[src/rtl/pool2x2_engine_pkg.sv]
// conv_pkg: encodings shared by the CONV accelerator blocks.
//   pool_state_e : pooling FSM states (IDLE/RD/WR/FIN)
//   pool_mode_e  : reduction mode (max / average)
//   SEL_*        : memory bank select codes on csel
package conv_pkg;

    typedef enum logic [1:0] {
        IDLE = 2'd0,
        RD   = 2'd1,
        WR   = 2'd2,
        FIN  = 2'd3
    } pool_state_e;

    typedef enum logic {
        POOL_MAX = 1'b0,
        POOL_AVG = 1'b1
    } pool_mode_e;

    localparam logic [2:0] SEL_NONE  = 3'b000;
    localparam logic [2:0] SEL_L0_K0 = 3'b001;
    localparam logic [2:0] SEL_L0_K1 = 3'b010;
    localparam logic [2:0] SEL_L1_K0 = 3'b011;
    localparam logic [2:0] SEL_L1_K1 = 3'b100;

endpackage

[src/rtl/pool2x2_engine_if.sv]
// Memory bus between the pooling engine and the layer-0/layer-1 banks.
//   crd/caddr_rd/cdata_rd : read strobe, address, combinational read data
//   cwr/caddr_wr/cdata_wr : write strobe, address, data
//   csel                  : bank select for the current access
// master = engine side, slave = memory side.
interface pool2x2_engine_if #(
    parameter int AW = 12,
    parameter int DW = 20
);
    logic          crd;
    logic [AW-1:0] caddr_rd;
    logic [DW-1:0] cdata_rd;
    logic          cwr;
    logic [AW-1:0] caddr_wr;
    logic [DW-1:0] cdata_wr;
    logic [2:0]    csel;

    modport master (
        output crd, caddr_rd, cwr, caddr_wr, cdata_wr, csel,
        input  cdata_rd
    );

    modport slave (
        input  crd, caddr_rd, cwr, caddr_wr, cdata_wr, csel,
        output cdata_rd
    );
endinterface

[src/rtl/pool2x2_engine_reduce.sv]
// pool_reduce: 4-sample max/average accumulator for one 2x2 window.
//   clk, reset  : clock, synchronous active-high reset
//   load        : first sample of a window (replaces accumulator)
//   accumulate  : subsequent samples
//   mode        : POOL_MAX or POOL_AVG
//   data        : sample value
//   result      : reduced window value (max, or floor(sum/4))
module pool_reduce
    import conv_pkg::*;
#(
    parameter int DW = 20
) (
    input  logic          clk,
    input  logic          reset,
    input  logic          load,
    input  logic          accumulate,
    input  pool_mode_e    mode,
    input  logic [DW-1:0] data,
    output logic [DW-1:0] result
);

    // Two guard bits so four full-scale samples never overflow the sum.
    logic [DW+1:0] acc_q, acc_d;
    logic [DW+1:0] data_ext;

    always_comb begin
        data_ext = {2'b00, data};
        acc_d    = acc_q;
        if (load) begin
            acc_d = data_ext;
        end else if (accumulate) begin
            if (mode == POOL_AVG) begin
                acc_d = acc_q + data_ext;
            end else if (data_ext > acc_q) begin
                acc_d = data_ext;
            end
        end
    end

    always_ff @(posedge clk) begin
        if (reset) begin
            acc_q <= '0;
        end else begin
            acc_q <= acc_d;
        end
    end

    assign result = (mode == POOL_AVG) ? acc_q[DW+1:2] : acc_q[DW-1:0];

endmodule

[src/rtl/pool2x2_engine.sv]
// pool2x2_engine: 2x2 / stride-2 max or average pooling over NCH channels.
// Reads channel ch from bank SRC_SEL+ch, writes the pooled map to DST_SEL+ch.
//   clk, reset  : clock, synchronous active-high reset (aborts any run)
//   start, mode : one-cycle request; mode latched when start is accepted
//   busy, done  : busy from accepted start to last write; done pulses in FIN
//   mem         : memory bus master (read/write strobes, addresses, csel)
//
// state | meaning
// IDLE  | waiting for start, all strobes low
// RD    | reading window sample p (0..3), one per cycle
// WR    | writing the reduced window to the destination bank
// FIN   | one-cycle done pulse, busy low
module pool2x2_engine
    import conv_pkg::*;
#(
    parameter int         IMG_W   = 64,
    parameter int         IMG_H   = 64,
    parameter int         DW      = 20,
    parameter int         AW      = 12,
    parameter int         NCH     = 2,
    parameter logic [2:0] SRC_SEL = SEL_L0_K0,
    parameter logic [2:0] DST_SEL = SEL_L1_K0
) (
    input  logic clk,
    input  logic reset,
    input  logic start,
    input  logic mode,
    output logic busy,
    output logic done,
    pool2x2_engine_if.master mem
);

    localparam int OW  = IMG_W / 2;
    localparam int OH  = IMG_H / 2;
    localparam int OCW = (OW > 1) ? $clog2(OW) : 1;
    localparam int ORW = (OH > 1) ? $clog2(OH) : 1;

    localparam logic [OCW-1:0] OCOL_LAST = OCW'(OW - 1);
    localparam logic [ORW-1:0] OROW_LAST = ORW'(OH - 1);
    localparam logic [1:0]     CH_LAST   = 2'(NCH - 1);

    pool_state_e    state_q, state_d;
    logic [1:0]     p_q, p_d;
    logic [1:0]     ch_q, ch_d;
    logic [ORW-1:0] orow_q, orow_d;
    logic [OCW-1:0] ocol_q, ocol_d;
    pool_mode_e     mode_q, mode_d;
    logic           busy_q, busy_d;
    logic           done_q, done_d;
    logic           crd_q, crd_d;
    logic           cwr_q, cwr_d;
    logic [AW-1:0]  caddr_rd_q, caddr_rd_d;
    logic [AW-1:0]  caddr_wr_q, caddr_wr_d;
    logic [2:0]     csel_q, csel_d;

    logic [1:0]     nxt_ch;
    logic [ORW-1:0] nxt_orow;
    logic [OCW-1:0] nxt_ocol;
    logic           last_win;
    logic [DW-1:0]  result;

    // Sample p of window (orow, ocol): p[1] selects the row, p[0] the column.
    function automatic logic [AW-1:0] rd_addr(input int orow, input int ocol, input int p);
        int a;
        a = (2 * orow + p / 2) * IMG_W + 2 * ocol + p % 2;
        return a[AW-1:0];
    endfunction

    function automatic logic [AW-1:0] wr_addr(input int orow, input int ocol);
        int a;
        a = orow * OW + ocol;
        return a[AW-1:0];
    endfunction

    always_comb begin
        nxt_ch   = ch_q;
        nxt_orow = orow_q;
        nxt_ocol = ocol_q;
        if (ocol_q == OCOL_LAST) begin
            nxt_ocol = '0;
            if (orow_q == OROW_LAST) begin
                nxt_orow = '0;
                nxt_ch   = ch_q + 2'd1;
            end else begin
                nxt_orow = orow_q + 1'b1;
            end
        end else begin
            nxt_ocol = ocol_q + 1'b1;
        end
    end

    assign last_win = (ch_q == CH_LAST) && (orow_q == OROW_LAST) && (ocol_q == OCOL_LAST);

    // Next-cycle outputs are computed here and registered, so each strobe,
    // address and select lines up with the state it belongs to.
    always_comb begin
        state_d    = state_q;
        p_d        = p_q;
        ch_d       = ch_q;
        orow_d     = orow_q;
        ocol_d     = ocol_q;
        mode_d     = mode_q;
        busy_d     = busy_q;
        done_d     = 1'b0;
        crd_d      = 1'b0;
        cwr_d      = 1'b0;
        caddr_rd_d = '0;
        caddr_wr_d = '0;
        csel_d     = SEL_NONE;
        case (state_q)
            IDLE: begin
                if (start) begin
                    state_d    = RD;
                    p_d        = 2'd0;
                    ch_d       = 2'd0;
                    orow_d     = '0;
                    ocol_d     = '0;
                    mode_d     = pool_mode_e'(mode);
                    busy_d     = 1'b1;
                    crd_d      = 1'b1;
                    caddr_rd_d = rd_addr(0, 0, 0);
                    csel_d     = SRC_SEL;
                end
            end
            RD: begin
                if (p_q != 2'd3) begin
                    p_d        = p_q + 2'd1;
                    crd_d      = 1'b1;
                    caddr_rd_d = rd_addr(int'(orow_q), int'(ocol_q), int'(p_q) + 1);
                    csel_d     = SRC_SEL + {1'b0, ch_q};
                end else begin
                    state_d    = WR;
                    cwr_d      = 1'b1;
                    caddr_wr_d = wr_addr(int'(orow_q), int'(ocol_q));
                    csel_d     = DST_SEL + {1'b0, ch_q};
                end
            end
            WR: begin
                p_d = 2'd0;
                if (last_win) begin
                    state_d = FIN;
                    busy_d  = 1'b0;
                    done_d  = 1'b1;
                end else begin
                    state_d    = RD;
                    ch_d       = nxt_ch;
                    orow_d     = nxt_orow;
                    ocol_d     = nxt_ocol;
                    crd_d      = 1'b1;
                    caddr_rd_d = rd_addr(int'(nxt_orow), int'(nxt_ocol), 0);
                    csel_d     = SRC_SEL + {1'b0, nxt_ch};
                end
            end
            FIN: begin
                state_d = IDLE;
            end
            default: begin
                state_d = IDLE;
                busy_d  = 1'b0;
            end
        endcase
    end

    always_ff @(posedge clk) begin
        if (reset) begin
            state_q    <= IDLE;
            p_q        <= 2'd0;
            ch_q       <= 2'd0;
            orow_q     <= '0;
            ocol_q     <= '0;
            mode_q     <= POOL_MAX;
            busy_q     <= 1'b0;
            done_q     <= 1'b0;
            crd_q      <= 1'b0;
            cwr_q      <= 1'b0;
            caddr_rd_q <= '0;
            caddr_wr_q <= '0;
            csel_q     <= SEL_NONE;
        end else begin
            state_q    <= state_d;
            p_q        <= p_d;
            ch_q       <= ch_d;
            orow_q     <= orow_d;
            ocol_q     <= ocol_d;
            mode_q     <= mode_d;
            busy_q     <= busy_d;
            done_q     <= done_d;
            crd_q      <= crd_d;
            cwr_q      <= cwr_d;
            caddr_rd_q <= caddr_rd_d;
            caddr_wr_q <= caddr_wr_d;
            csel_q     <= csel_d;
        end
    end

    pool_reduce #(.DW(DW)) u_reduce (
        .clk        (clk),
        .reset      (reset),
        .load       (crd_q && (p_q == 2'd0)),
        .accumulate (crd_q && (p_q != 2'd0)),
        .mode       (mode_q),
        .data       (mem.cdata_rd),
        .result     (result)
    );

    // busy also covers the cycle in which start is accepted, so the
    // controller sees busy for the full NCH*windows*5 + 1 cycles.
    assign busy = busy_q | ((state_q == IDLE) & start & ~reset);
    assign done = done_q;

    assign mem.crd      = crd_q;
    assign mem.caddr_rd = caddr_rd_q;
    assign mem.cwr      = cwr_q;
    assign mem.caddr_wr = caddr_wr_q;
    assign mem.cdata_wr = cwr_q ? result : '0;
    assign mem.csel     = csel_q;

endmodule

[src/flat_wrapper.sv]
// flat-port wrapper written by rule: the top's interface ports become plain ports
module pool2x2_engine_flat import conv_pkg::*;
#(
    parameter int         IMG_W   = 64,
    parameter int         IMG_H   = 64,
    parameter int         DW      = 20,
    parameter int         AW      = 12,
    parameter int         NCH     = 2,
    parameter logic [2:0] SRC_SEL = SEL_L0_K0,
    parameter logic [2:0] DST_SEL = SEL_L1_K0
)
  (clk, reset, start, mode, busy, done, mem_crd, mem_caddr_rd, mem_cwr, mem_caddr_wr, mem_cdata_wr, mem_csel, mem_cdata_rd);
  pool2x2_engine_if #(.AW(AW), .DW(DW)) mem_i ();
  input  logic clk;
  input  logic reset;
  input  logic start;
  input  logic mode;
  output logic busy;
  output logic done;
  output wire logic [$bits(mem_i.crd)-1:0] mem_crd;
  output wire logic [$bits(mem_i.caddr_rd)-1:0] mem_caddr_rd;
  output wire logic [$bits(mem_i.cwr)-1:0] mem_cwr;
  output wire logic [$bits(mem_i.caddr_wr)-1:0] mem_caddr_wr;
  output wire logic [$bits(mem_i.cdata_wr)-1:0] mem_cdata_wr;
  output wire logic [$bits(mem_i.csel)-1:0] mem_csel;
  input wire logic [$bits(mem_i.cdata_rd)-1:0] mem_cdata_rd;
  assign mem_crd = mem_i.crd;
  assign mem_caddr_rd = mem_i.caddr_rd;
  assign mem_cwr = mem_i.cwr;
  assign mem_caddr_wr = mem_i.caddr_wr;
  assign mem_cdata_wr = mem_i.cdata_wr;
  assign mem_csel = mem_i.csel;
  assign mem_i.cdata_rd = mem_cdata_rd;
  pool2x2_engine #(.IMG_W(IMG_W), .IMG_H(IMG_H), .DW(DW), .AW(AW), .NCH(NCH), .SRC_SEL(SRC_SEL), .DST_SEL(DST_SEL)) u_core (.clk(clk), .reset(reset), .start(start), .mode(mode), .busy(busy), .done(done), .mem(mem_i));
endmodule
[config.mk]
export PLATFORM = sky130hd
export DESIGN_NAME = pool2x2_engine_flat
export DESIGN_NICKNAME = d
export VERILOG_FILES = /design/src/rtl/pool2x2_engine_pkg.sv /design/src/rtl/pool2x2_engine_if.sv /design/src/rtl/pool2x2_engine_reduce.sv /design/src/rtl/pool2x2_engine.sv /design/src/flat_wrapper.sv
export SDC_FILE = /design/constraint.sdc
export NUM_CORES = 1
export LEC_CHECK = 0
export BUFFER_PORTS_ARGS = -buffer_cell sky130_fd_sc_hd__buf_2
export CAP_MARGIN = 40
export CORE_MARGIN = 8
export CORE_UTILIZATION = 45
export CTS_CLUSTER_SIZE = 16
export DETAILED_ROUTE_END_ITERATION = 10
export PLACE_DENSITY_LB_ADDON = 0.25
export SLEW_MARGIN = 20
export SYNTH_ARGS = -nofsm -noshare
export SYNTH_HDL_FRONTEND = slang
export SYNTH_SLANG_ARGS = --single-unit
[constraint.sdc]
create_clock -name clk -period 3.75 [get_ports clk]
set_clock_uncertainty 0.15 [all_clocks]
set_input_delay 0.375 -clock clk [delete_from_list [all_inputs] [get_ports clk]]
set_output_delay 0.375 -clock clk [all_outputs]
set_load 0.1 [all_outputs]
# ---- Word level (Yosys, flattened, before mapping)
# Cells that the tools add are included.
dict set report totals {
  input_bits 24
  mem_bits_ro 0
  mem_bits_rw 0
  latchBits 0
  wordCells 114
  out_inout_bits 51
  ff_bits 70
  mem_count 0
}
dict set report classes {
  addsub 15
  order_cmp 1
  n_reduce_logical 23
  mul 0
  n_shift 0
  n_eq_ne 12
  bitwise 7
  n_mux 41
  div_mod_pow 0
}
# op count
set ops {}
lappend ops {{$mux 20} 4}
lappend ops {{$mux 22} 2}
lappend ops {{$mux 5} 6}
lappend ops {{$mux 12} 2}
lappend ops {{$pmux 12 s2} 1}
lappend ops {{$add 22x20->22} 1}
lappend ops {{$gt 20x22->1} 1}
lappend ops {{$pmux 5 s2} 2}
lappend ops {{$mux 2} 8}
lappend ops {{$add 12x2->12} 1}
lappend ops {{$add 12x6->12} 1}
lappend ops {{$add 12x7->12} 1}
lappend ops {{$add 10x5->11} 1}
lappend ops {{$add 5x1->5 const B} 2}
lappend ops {{$eq 5x5->1 const B} 2}
lappend ops {{$pmux 3 s3} 1}
lappend ops {{$reduce_and 3->1} 3}
lappend ops {{$mux 1} 8}
lappend ops {{$ne 2x2->1 const B} 4}
lappend ops {{$pmux 2 s4} 1}
lappend ops {{$reduce_and 2->1} 4}
lappend ops {{$reduce_bool 2->1} 4}
lappend ops {{$add 1x2->3 const A} 2}
lappend ops {{$add 6x6->6} 1}
lappend ops {{other kinds (21)} 36}

# ---- Longest topological paths before layout
# Gate-level depths: netlist (run 1).
dict set report logic_depth {
  word_depth 8
  depth_mapped 12
  depth_no_buf 11
}

# ---- Cells and area by module
# A second synthesis (run 1) with hierarchy kept.
dict set report unflattened {
  hier_cells 642
  hier_area_um2 5002.3
}
# module instances area_per_inst_um2 cells_each seq_area_each_um2
set by_module_without_submodules {}
lappend by_module_without_submodules {pool_reduce 1 2785.2 387 440.4}
lappend by_module_without_submodules {pool2x2_engine 1 2217.1 255 920.9}

# ---- Least setup slack after synthesis (run 1)
# OpenSTA, ideal clock, no wires.
dict set report synth_path {
  kind {register to output}
  start {reg u_core.cwr_q, in the netlist u_core.mem.cwr}
  end {out mem_cdata_wr[18]}
  path_stages_with_launch 3
  slack_ns -0.209
  t_required_ns 3.225
  t_arrival_ns 3.434
  path_buffers 1
  path_cell_list {dfxtp_1 > clkbuf_1 > a21boi_0}
}
dict set report synth_via {
  elab_chain_cells 1
}
# item line_no
set synth_lines {}
lappend synth_lines {{from (decl)} pool2x2_engine.sv:51} ;# logic cwr_q, cwr_d;
lappend synth_lines {{from (signal assigned)} pool2x2_engine.sv:189} ;# cwr_q <= cwr_d;
lappend synth_lines {{$mux 20} pool2x2_engine.sv:215} ;# assign mem.cdata_wr = cwr_q ? result : '0;
lappend synth_lines {{to (decl)} flat_wrapper.sv:24} ;# output wire logic [$bits(mem_i.cdata_wr)-1:0] mem_cdata_wr;
# No other way between the ends.

# ---- Worst setup path in the final report (run 1)
dict set report layout_path {
  start {reg u_core.u_reduce.acc_q[17]}
  end {reg u_core.u_reduce.acc_q[7]}
}
dict set report layout_via {
  elab_chain_cells 3
}
# item line_no
set layout_lines {}
lappend layout_lines {{from (decl)} pool2x2_engine_reduce.sv:23} ;# logic [DW+1:0] acc_q, acc_d;
lappend layout_lines {{from (signal assigned)} pool2x2_engine_reduce.sv:42} ;# acc_q <= '0;
lappend layout_lines {{from (signal assigned)} pool2x2_engine_reduce.sv:44} ;# acc_q <= acc_d;
lappend layout_lines {{$gt 20x22->1} pool2x2_engine_reduce.sv:34} ;# end else if (data_ext > acc_q) begin
lappend layout_lines {{$reduce_bool 3->1 (no source line)} -}
lappend layout_lines {{$reduce_and 2->1 (no source line)} -}
# No other way between the ends.
# A chain may end at the register's enable or synchronous reset.

==> metrics.txt, run 1 <==
final slew viol count 0; crit path cell chain inv_1 > ha_1 > nand4_1 > or4_1 > nor4_1 > o31ai_1 > o211ai_1 > a31o_2 > buf_4 > o211ai_1 > a21oi_1; area added between synthesis and finish 11.74%; CP Buf/Inv Count 2; cell depth of the worst setup path 11; EDFF count, synth 0; worst reg2reg path endpoint u_core.u_reduce.acc_q[7]; ratio of cells with drive above 1 in the final layout 16.86%; switch share 46.12%; drt pass-1 iters 5; Final Setup Violations 0; crit share post-route 93.07%; worst path required time 3.89 ns; R2R setup slack 0.26 ns; global-route wire length before repair 21.22 mm; maximum vdd drop 456.2 µV; Distinct cells, synth 71; Hold WC Path Type in -> reg; cell accounting for the most synthesized area dfxtp_1; CTS Sinks 68; Num CTS Buffers 9; P_sw 0.001506 W; Critical Path End u_core.u_reduce.acc_q[7]; Logic pwr share 51.6%; critical path startpoint category flip-flop; crit-path max FO 10; sequential area share after synthesis 27.00%; DRT Wirelength 13.07 mm; launch point of the worst reg-to-reg path u_core.u_reduce.acc_q[17]; total negative slack 0 ns; CP Class reg -> reg; clock latency on the worst-skew pair 0.35 ns; die height 121.8 µm; DR iter-0 viols 359; Placeable Area 10890 µm²; CTS tree built; Worst Reg-to-Reg Cells 11; Synth Instances 630; slowest stage delay, CP 0.56 ns; RePlAce Congestion 0.9192; Nets 768; Rel. slew slack 48.77%; vias 4619; Post-CTS Setup Bufs 0; RSZ-0062 raised after global routing false; Post-Place Setup Slack 0.2673 ns; outcome completed; Clock Power Share 18.7%; Total Die Area 14850 µm²; I/O Pins 75; Hold Startpoint mode; die width 121.8 µm; Seq pwr share 29.7%; CP max-delay cell or4_1; CP endpoint kind flip-flop; Main synth FF type dfxtp_1; Post-Syn Area per Cell 8.002 µm²; Fmax 286.5 MHz; pin count of the biggest net entering global routing 31; post-CTS sizing 0; DR WL/cell 15.67 µm; hold buffer count at cts 0; Int Pwr 0.001760 W; Final Hold Viols 0; crit path DAT 3.63 ns; mean number of vias per cell 5.538; maximum clock insertion buffer count 2; leakage power 2.352 nW; Initial Util 46.30%; antenna-violating nets left 0; root buffer cell clkbuf_8; mapped cell area 5041 µm²; std cell rows 38; # diodes 0; grt total ovfl 0; Crit path top cell by count o211ai_1; Max-Cap Viols 0; highest-count cells in the layout ignoring fill and taps buf_2, dfxtp_1, nand2_1; top cell type's share of synthesized area 27.00%; Tot GR Track Use 17.24%; worst slew pin tran 0.7684 ns; ys async rst share 0%; initial antenna violation count 0; final worst slack 0.2599 ns; YS warnings 0; Crit path max-delay family simple AND/OR/NAND/NOR gates; fin crit period 3.490 ns; vias in the first global route 4448; launch point of the critical path u_core.u_reduce.acc_q[17]; post-DP HPWL 9.828 mm; synthesis-stage register bit count 68; Port Buffers 72; Worst-path clk slew 0.09 ns; H-tree depth 3; most common cell after layout, fill and taps aside buf_2; Power Dens Cells 579.8 nW/µm²; Synth area leaders dfxtp_1, ha_1, a21oi_1, nand2_1, mux2i_1; DRC errors left 0
## power by group through the flow
stage / clock [W] / combinational (W) / sequential, W
5_1_grt: 0.000650 / 0.00187 / 0.000988
4_1_cts: 0.000626 / 0.00167 / 0.000969
3_3_place_gp: 0 / 0.00164 / 0.000983
3_5_place_dp: 0 / 0.00166 / 0.000985
2_1_floorplan: 0 / 0.00131 / 0.00101
6_report: 0.000610 / 0.00169 / 0.000970
## synth_stat cells (15+ instances only)
cell / n
nor3_1: 15
inv_1: 45
nand2_1: 67
nor2_1: 48
a21oi_1: 56
o21ai_0: 27
mux2i_1: 22
ha_1: 53
nor2b_1: 25
nand3_1: 15
dfxtp_1: 68
clkbuf_1: 23
## sequential cells by signal, summed over array words and instances (netlist names)
name	count
u_core.p_q	2
u_core.ocol_q	5
u_core.ch_q	2
u_core.state_q	2
u_core.orow_q	5
u_core.mem.csel	3
u_core.busy_q	1
u_core.mem.caddr_rd	12
u_core.done	1
u_core.mem.caddr_wr	10
u_core.mode_q	1
u_core.u_reduce.acc_q	22
u_core.mem.cwr	1
u_core.mem.crd	1
## worst register-to-register path, cell delays in order (launching register included)
cell,delay [ns]
dfxtp_1,0.40
inv_1,0.07
ha_1,0.41
nand4_1,0.15
or4_1,0.56
nor4_1,0.46
o31ai_1,0.19
o211ai_1,0.23
a31o_2,0.36
buf_4,0.21
o211ai_1,0.10
a21oi_1,0.15
## final cells by class
| type | instances | area (µm²) |
|---|---|---|
| multi-input cells | 483 | 3301 |
| clock inverters | 6 | 63.81 |
| clock buffers | 10 | 127.6 |
| repair buffers | 82 | 435.4 |
| well taps | 140 | 175.2 |
| fillers | 1042 | 5255 |
| flip-flops and latches | 68 | 1361 |
| inverters | 45 | 168.9 |
## layer usage
metal | routed length [µm] | share of wire, % | vias up | GRT usage [%]
met5 | 0 | 0 | - | 0
met4 | 116 | 0.89 | 0 | 3.932
met3 | 752 | 5.8 | 11 | 3.702
met2 | 5988 | 46 | 129 | 27.57
met1 | 6210 | 48 | 2158 | 23.18
li1 | - | - | 2321 | -
## per-stage QoR
step	std cells	utilization, %	hold WS [ns]	cell area, µm²	total power [W]
2_1_floorplan	631	-	0.3088	5045	0.002319
3_3_place_gp	817	49.91	0.3260	5434	0.002627
3_5_place_dp	817	49.91	0.3386	5434	0.002646
4_1_cts	833	51.67	0.1225	5625	0.003264
5_1_grt	834	51.74	0.1405	5633	0.003508
6_report	834	51.74	0.1342	5633	0.003266
## how the worst min path moves through the flow
stage                          endpoint  slack, ns  cells past startpoint
3_5_place_dp   u_core.u_reduce.acc_q[0]       0.34                      2
4_1_cts                   u_core.mode_q       0.12                      3
2_1_floorplan             u_core.busy_q       0.31                      2
3_3_place_gp           u_core.ocol_q[4]       0.33                      2
5_1_grt                   u_core.mode_q       0.14                      3
6_report                  u_core.mode_q       0.13                      3
## logic make-up (layout without fill, tap and decap cells)
| group | Yosys count | after routing | share of synthesized area, % |
|---|---|---|---|
| simple gates | 228 | 228 | 22.64 |
| compound gates | 156 | 156 | 20.73 |
| buf+inv | 80 | 143 | 7.669 |
| flops | 68 | 68 | 27.00 |
| fa+ha+maj | 55 | 55 | 13.95 |
| mux | 24 | 24 | 4.815 |
| xor+xnor | 18 | 18 | 3.127 |
| other cells | 1 | 2 | 0.07439 |
(Power assumes the default switching activity.)
==> inputs of run 2 (changes only) <==
--- a/config.mk
+++ b/config.mk
@@ -7,7 +7,7 @@
 export LEC_CHECK = 0
 export BUFFER_PORTS_ARGS = -buffer_cell sky130_fd_sc_hd__buf_2
 export CAP_MARGIN = 40
-export CORE_MARGIN = 8
+export CORE_MARGIN = 5
 export CORE_UTILIZATION = 45
 export CTS_CLUSTER_SIZE = 16
 export DETAILED_ROUTE_END_ITERATION = 10
==> run 2 against run 1 <==
Global-route usage grew 2.9 points. Hold slack lost 0.017 ns. Die area down 9.6%. Utilization up 0.25 points. Worst setup slack improved by 0.039 ns. Non-clock buffer count fell by 2. Sequential cell count stayed put. Combinational power about the same. Critical path depth unchanged. Clock power grew 17%.
==> metrics.txt, run 2 (synthesis gave the netlist of run 1 again) <==
Largest Register u_core.u_reduce.acc_q; clock latency on the worst-skew pair 0.35 ns (about the same); fill cell count 1066 (+2.3%); I/O Pins 75 (unchanged); Num CTS Buffers 9 (unchanged); grt total ovfl 0 (unchanged); ratio of cells with drive above 1 in the final layout 16.64% (-0.22 points); Power Dens Cells 596.4 nW/µm² (+2.9%); Fmax 289.8 MHz (+1.1%); Initial Util 46.30% (unchanged); Final Hold Viols 0 (unchanged); CTS tree built; post-DP HPWL 9.716 mm (-1.1%); root buffer cell clkbuf_8; Max-Cap Viols 0 (unchanged); maximum vdd drop 412.6 µV (-9.5%); std cell rows 38 (unchanged); CP endpoint kind flip-flop; Tot GR Track Use 20.09% (+2.9 points); Post-CTS Setup Bufs 0 (unchanged); area added between synthesis and finish 12.29%; hold buffer count at cts 0 (unchanged); die height 115.8 µm (-4.9%); Worst-path clk slew 0.08 ns (about the same); Placeable Area 10890 µm² (unchanged); worst path required time 3.88 ns (about the same); CTS Sinks 68 (unchanged); total negative slack 0 ns (unchanged); Hold WC Path Type in -> reg; crit-path max FO 10 (unchanged); worst slew pin tran 0.7460 ns (-0.02248 ns); final std cells w/o fill 831 (-0.36%); leakage power 2.368 nW (+0.70%); die width 115.8 µm (-4.9%); post-CTS sizing 0 (unchanged); outcome completed; RSZ-0062 raised after global routing false; global-route wire length before repair 21.94 mm (+3.3%); pin count of the biggest net entering global routing 30 (-3.2%); slowest stage delay, CP 0.56 ns (about the same); most common cell after layout, fill and taps aside buf_2; highest-count cells in the layout ignoring fill and taps buf_2, dfxtp_1, nand2_1; Final Setup Violations 0 (unchanged); final slew viol count 0 (unchanged); Total Die Area 13420 µm² (-9.6%); CP max-delay cell or4_1; maximum clock insertion buffer count 2 (unchanged); vias 4634 (+0.32%); critical path startpoint category flip-flop; antenna-violating nets left 0 (unchanged); number of flip-flops in the largest register 22 (unchanged); mean number of vias per cell 5.576 (+0.69%); initial antenna violation count 0 (unchanged); DR iter-0 viols 250 (-30%); Rel. slew slack 50.27% (+1.5 points); H-tree depth 3 (unchanged); fin crit period 3.451 ns (-0.03919 ns); # diodes 0 (unchanged); Nets 766 (-0.26%); DRC errors left 0 (unchanged); Port Buffers 72 (unchanged); crit share post-route 92.02% (-1.0 points); RePlAce Congestion 0.9141 (-0.55%); crit path cell chain inv_1 > ha_1 > nand4_1 > or4_1 > nor4_1 > o31ai_1 > o211ai_1 > a31o_2 > buf_4 > o211ai_1 > a21oi_1; drt pass-1 iters 5 (unchanged); CP Class reg -> reg; DRT Wirelength 13.03 mm (-0.31%); DR WL/cell 15.68 µm (about the same); crit path DAT 3.58 ns (-0.05 ns); Crit path top cell by count o211ai_1; vias in the first global route 4625 (+4.0%); Final Util 51.99% (+0.25 points); DP Cell Count 815 (-0.24%)
==> run 2: report_power, final <==
part | total, W | internal (W) | switching, W
Clock | 0.000716 | 0.000427 | 0.000289
Sequential | 0.000976 | 0.000829 | 0.000147
Combinational | 0.00168 | 0.000612 | 0.00107
==> run 2: final cells by class <==
| cell class | count | area, µm² | share of cell area [%] |
|---|---|---|---|
| inverters | 45 | 168.9 | 2.984 |
| clock buffers | 12 | 165.2 | 2.918 |
| well taps | 140 | 175.2 | 3.095 |
| flip-flops and latches | 68 | 1361 | 24.05 |
| clock inverters | 3 | 68.82 | 1.216 |
| repair buffers | 80 | 420.4 | 7.427 |
| multi-input cells | 483 | 3301 | 58.31 |
==> run 2: critical path, delay by kind of cell, from the launching register on <==
kind	cells	cell delay (ns)
flops	1	0.40
fa+ha+maj	1	0.40
simple gates	3	1.14
compound gates	5	1.03
buf+inv	2	0.27
==> run 2: path summary, 6_finish.rpt <==
path	start	end	slack, ns	cells after the start
worst max register to register	u_core.u_reduce.acc_q[17]	u_core.u_reduce.acc_q[2]	0.30	11
worst min-delay path	mode	u_core.mode_q	0.12	3
worst min register to register	u_core.busy_q	u_core.busy_q	0.36	2
worst max-delay path	u_core.u_reduce.acc_q[17]	u_core.u_reduce.acc_q[2]	0.30	11
==> run 2: through the flow <==
stage                     power (W)  instance area [µm²]  setup slack [ns]  hold slack [ns]
final                      0.003376                 5660            0.2991           0.1167
after CTS                  0.003372                 5653            0.3078           0.1075
after global routing       0.003632                 5660           0.02281           0.1223
after detailed placement   0.002645                 5419            0.3025           0.3428
after floorplan            0.002319                 5045            0.5198           0.3088
after global placement     0.002611                 5419            0.4858           0.3265
==> run 2: layer usage <==
layer  vias to the layer above  part of all wire [%]  track usage, %
li1                       2311                     -               -
met1                      2201                    48           27.22
met2                       107                    45           31.99
met3                        15                   5.7           4.961
met4                         0                   1.3           5.414
met5                         -                     0               0
==> inputs of run 3 (changes only) <==
--- a/config.mk
+++ b/config.mk
@@ -5,13 +5,16 @@
 export SDC_FILE = /design/constraint.sdc
 export NUM_CORES = 1
 export LEC_CHECK = 0
-export BUFFER_PORTS_ARGS = -buffer_cell sky130_fd_sc_hd__buf_2
+export BUFFER_PORTS_ARGS = -buffer_cell sky130_fd_sc_hd__buf_4
 export CAP_MARGIN = 40
+export CELL_PAD_IN_SITES_DETAIL_PLACEMENT = 1
+export CELL_PAD_IN_SITES_GLOBAL_PLACEMENT = 2
 export CORE_MARGIN = 5
-export CORE_UTILIZATION = 45
+export CORE_UTILIZATION = 34
 export CTS_CLUSTER_SIZE = 16
 export DETAILED_ROUTE_END_ITERATION = 10
 export PLACE_DENSITY_LB_ADDON = 0.25
+export RECOVER_POWER = 25
 export SLEW_MARGIN = 20
 export SYNTH_ARGS = -nofsm -noshare
 export SYNTH_HDL_FRONTEND = slang
==> run 3 against run 2 <==
Maximum frequency fell by 2.2%. Design area rose by 3.7%. Combinational power rose by 4%. Worst setup slack got worse by 0.078 ns. Critical path depth did not move. Final cell count rose by 5.5%. Clock power rose by 22%. Via count rose by 0.91%. Sequential cell count did not move. Utilization fell by 12 points. Sequential share of layout area fell by 0.87 points. Critical path type unchanged. Largest cell class unchanged. Highest routed layer unchanged.
==> metrics.txt, run 3 (synthesis gave the netlist of run 1 again) <==
DR iter-0 viols 243 (-2.8%); Power Dens Cells 613.4 nW/µm² (+2.8%); hold buffer count at cts 0 (unchanged); leakage power 2.310 nW (-2.5%); crit path DAT 3.65 ns (+0.07 ns); std cell rows 44 (+16%); grt total ovfl 0 (unchanged); post-CTS sizing 0 (unchanged); Hold Startpoint mode; vias in the first global route 4889 (+5.7%); Hold WC Path Type in -> reg; crit share post-route 94.11% (+2.1 points); CP Class reg -> reg; # diodes 0 (unchanged); Nets 767 (+0.13%); post-DP HPWL 11.56 mm (+19%); CTS Sinks 68 (unchanged); Port Buffers 72 (unchanged); Placeable Area 14530 µm² (+33%); Total Die Area 17360 µm² (+29%); RSZ-0062 raised after global routing true; R2R setup slack 0.22 ns (-0.08 ns); Initial Util 34.68% (-12 points); root buffer cell clkbuf_16; Worst-path clk slew 0.06 ns (-0.02 ns); DRT Wirelength 15.12 mm (+16%); DR WL/cell 17.24 µm (+10%); vias 4676 (+0.91%); Min-Delay Path Depth 3 (unchanged); launch point of the worst reg-to-reg path u_core.u_reduce.acc_q[17]; die width 131.8 µm (+14%); antenna-violating nets left 0 (unchanged); crit-path max FO 9 (-1); H-tree depth 3 (unchanged); Final Setup Violations 0 (unchanged); Tot GR Track Use 17.46% (-2.6 points); worst slew pin tran 1.183 ns (+0.4373 ns); Max-Cap Viols 0 (unchanged); DRC errors left 0 (unchanged); pin count of the biggest net entering global routing 49 (+63%); Hold Path End u_core.mode_q; Design Area, Final 5872 µm² (+3.7%); initial antenna violation count 0 (unchanged); fin crit period 3.529 ns (+0.07841 ns); Largest Register u_core.u_reduce.acc_q; CTS tree built; mean number of vias per cell 5.332 (-4.4%); Final Hold Viols 0 (unchanged); CP endpoint kind flip-flop; WHS 0.1413 ns (+0.02459 ns); RePlAce Congestion 0.8391 (-8.2%); Num CTS Buffers 9 (unchanged); Rel. slew slack 21.45% (-29 points); I/O Pins 75 (unchanged); Fmax 283.3 MHz (-2.2%); maximum vdd drop 365.5 µV (-11%); critical path startpoint category flip-flop; maximum clock insertion buffer count 2 (unchanged); area added between synthesis and finish 16.48%; drt pass-1 iters 4 (-1); final slew viol count 0 (unchanged); Placed Area 5669 µm² (+4.6%); highest-count cells in the layout ignoring fill and taps dfxtp_1, nand2_1, a21oi_1, buf_4, ha_1; die height 131.8 µm (+14%); Worst Reg-to-Reg Cells 11 (unchanged); ratio of cells with drive above 1 in the final layout 13.13% (-3.5 points); clock latency on the worst-skew pair 0.35 ns (about the same); outcome completed; worst reg2reg path endpoint u_core.u_reduce.acc_q[14]; worst path required time 3.87 ns (about the same); most common cell after layout, fill and taps aside dfxtp_1; number of flip-flops in the largest register 22 (unchanged); global-route wire length before repair 25.27 mm (+15%)
run 3: cell count changes in the layout (fill, tap and decap cells not counted), sizes merged:
cell    change
buf        -25
clkbuf     +23
clkinv      +3
inv         +2
bufinv      -1
run 3: through the flow:
stage / total power (W) / util (%) / instances / setup slack, ns / TNS, ns
floorplan: 0.002319 / - / 631 / 0.5198 / 0
global placement: 0.002704 / 38.95 / 860 / 0.3844 / 0
detailed placement: 0.002750 / 39.01 / 861 / 0.2030 / 0
CTS: 0.003644 / 41.07 / 877 / 0.2072 / 0
global route: 0.003861 / 40.40 / 877 / -0.06033 / -0.2053
finish: 0.003602 / 40.40 / 877 / 0.2207 / 0
run 3: worst max-delay path, stage by stage, from the launching register on:
cell      delay (ns)
dfxtp_1         0.41
inv_1           0.07
ha_1            0.41
nand4_1         0.18
or4_1           0.57
nor4_1          0.37
o31ai_1         0.14
o211ai_1        0.22
a31o_2          0.43
buf_4           0.22
o211ai_1        0.09
a21oi_1         0.18
run 3: power by group:
group | internal, W | switching, W | leakage, nW
combinational | 0.000629 | 0.00112 | 1.61
sequential | 0.000830 | 0.000151 | 0.553
clock | 0.000519 | 0.000355 | 0.150
run 3: how the worst max path moves through the flow:
stage | slack (ns) | end | from | cells after the start
final | 0.22 | u_core.u_reduce.acc_q[14] | u_core.u_reduce.acc_q[17] | 11
after global routing | -0.06 | u_core.u_reduce.acc_q[1] | u_core.u_reduce.acc_q[17] | 11
after CTS | 0.21 | u_core.u_reduce.acc_q[14] | u_core.u_reduce.acc_q[17] | 11
after detailed placement | 0.20 | u_core.u_reduce.acc_q[14] | mem_cdata_rd[17] | 11
after global placement | 0.38 | u_core.u_reduce.acc_q[11] | mem_cdata_rd[17] | 11
after floorplan | 0.52 | mem_cdata_wr[18] | u_core.mem.cwr | 2
run 3: cell type report:
cell class | instances | area [µm²]
inverter | 45 | 168.9
clock buffer | 9 | 225.2
multi-input combinational | 483 | 3301
tap | 184 | 230.2
clock inverter | 7 | 75.07
sequential | 68 | 1361
fill | 1797 | 8662
timing repair buffer | 81 | 510.5
run 3: repair_timing:
| action | CTS | global route |
|---|---|---|
| setup endpoints to repair | 0 | 6 |
| setup buffers | 0 | 0 |
| endpoints found under the hold margin | 0 | 0 |
run 3: layer usage:
layer | track usage [%] | share of wire [%] | vias up
met1 | 23.73 | 50 | 2279
met4 | 5.143 | 1.3 | 0
li1 | - | - | 2313
met3 | 3.015 | 3.2 | 14
met5 | 0 | 0 | -
met2 | 28.41 | 45 | 70
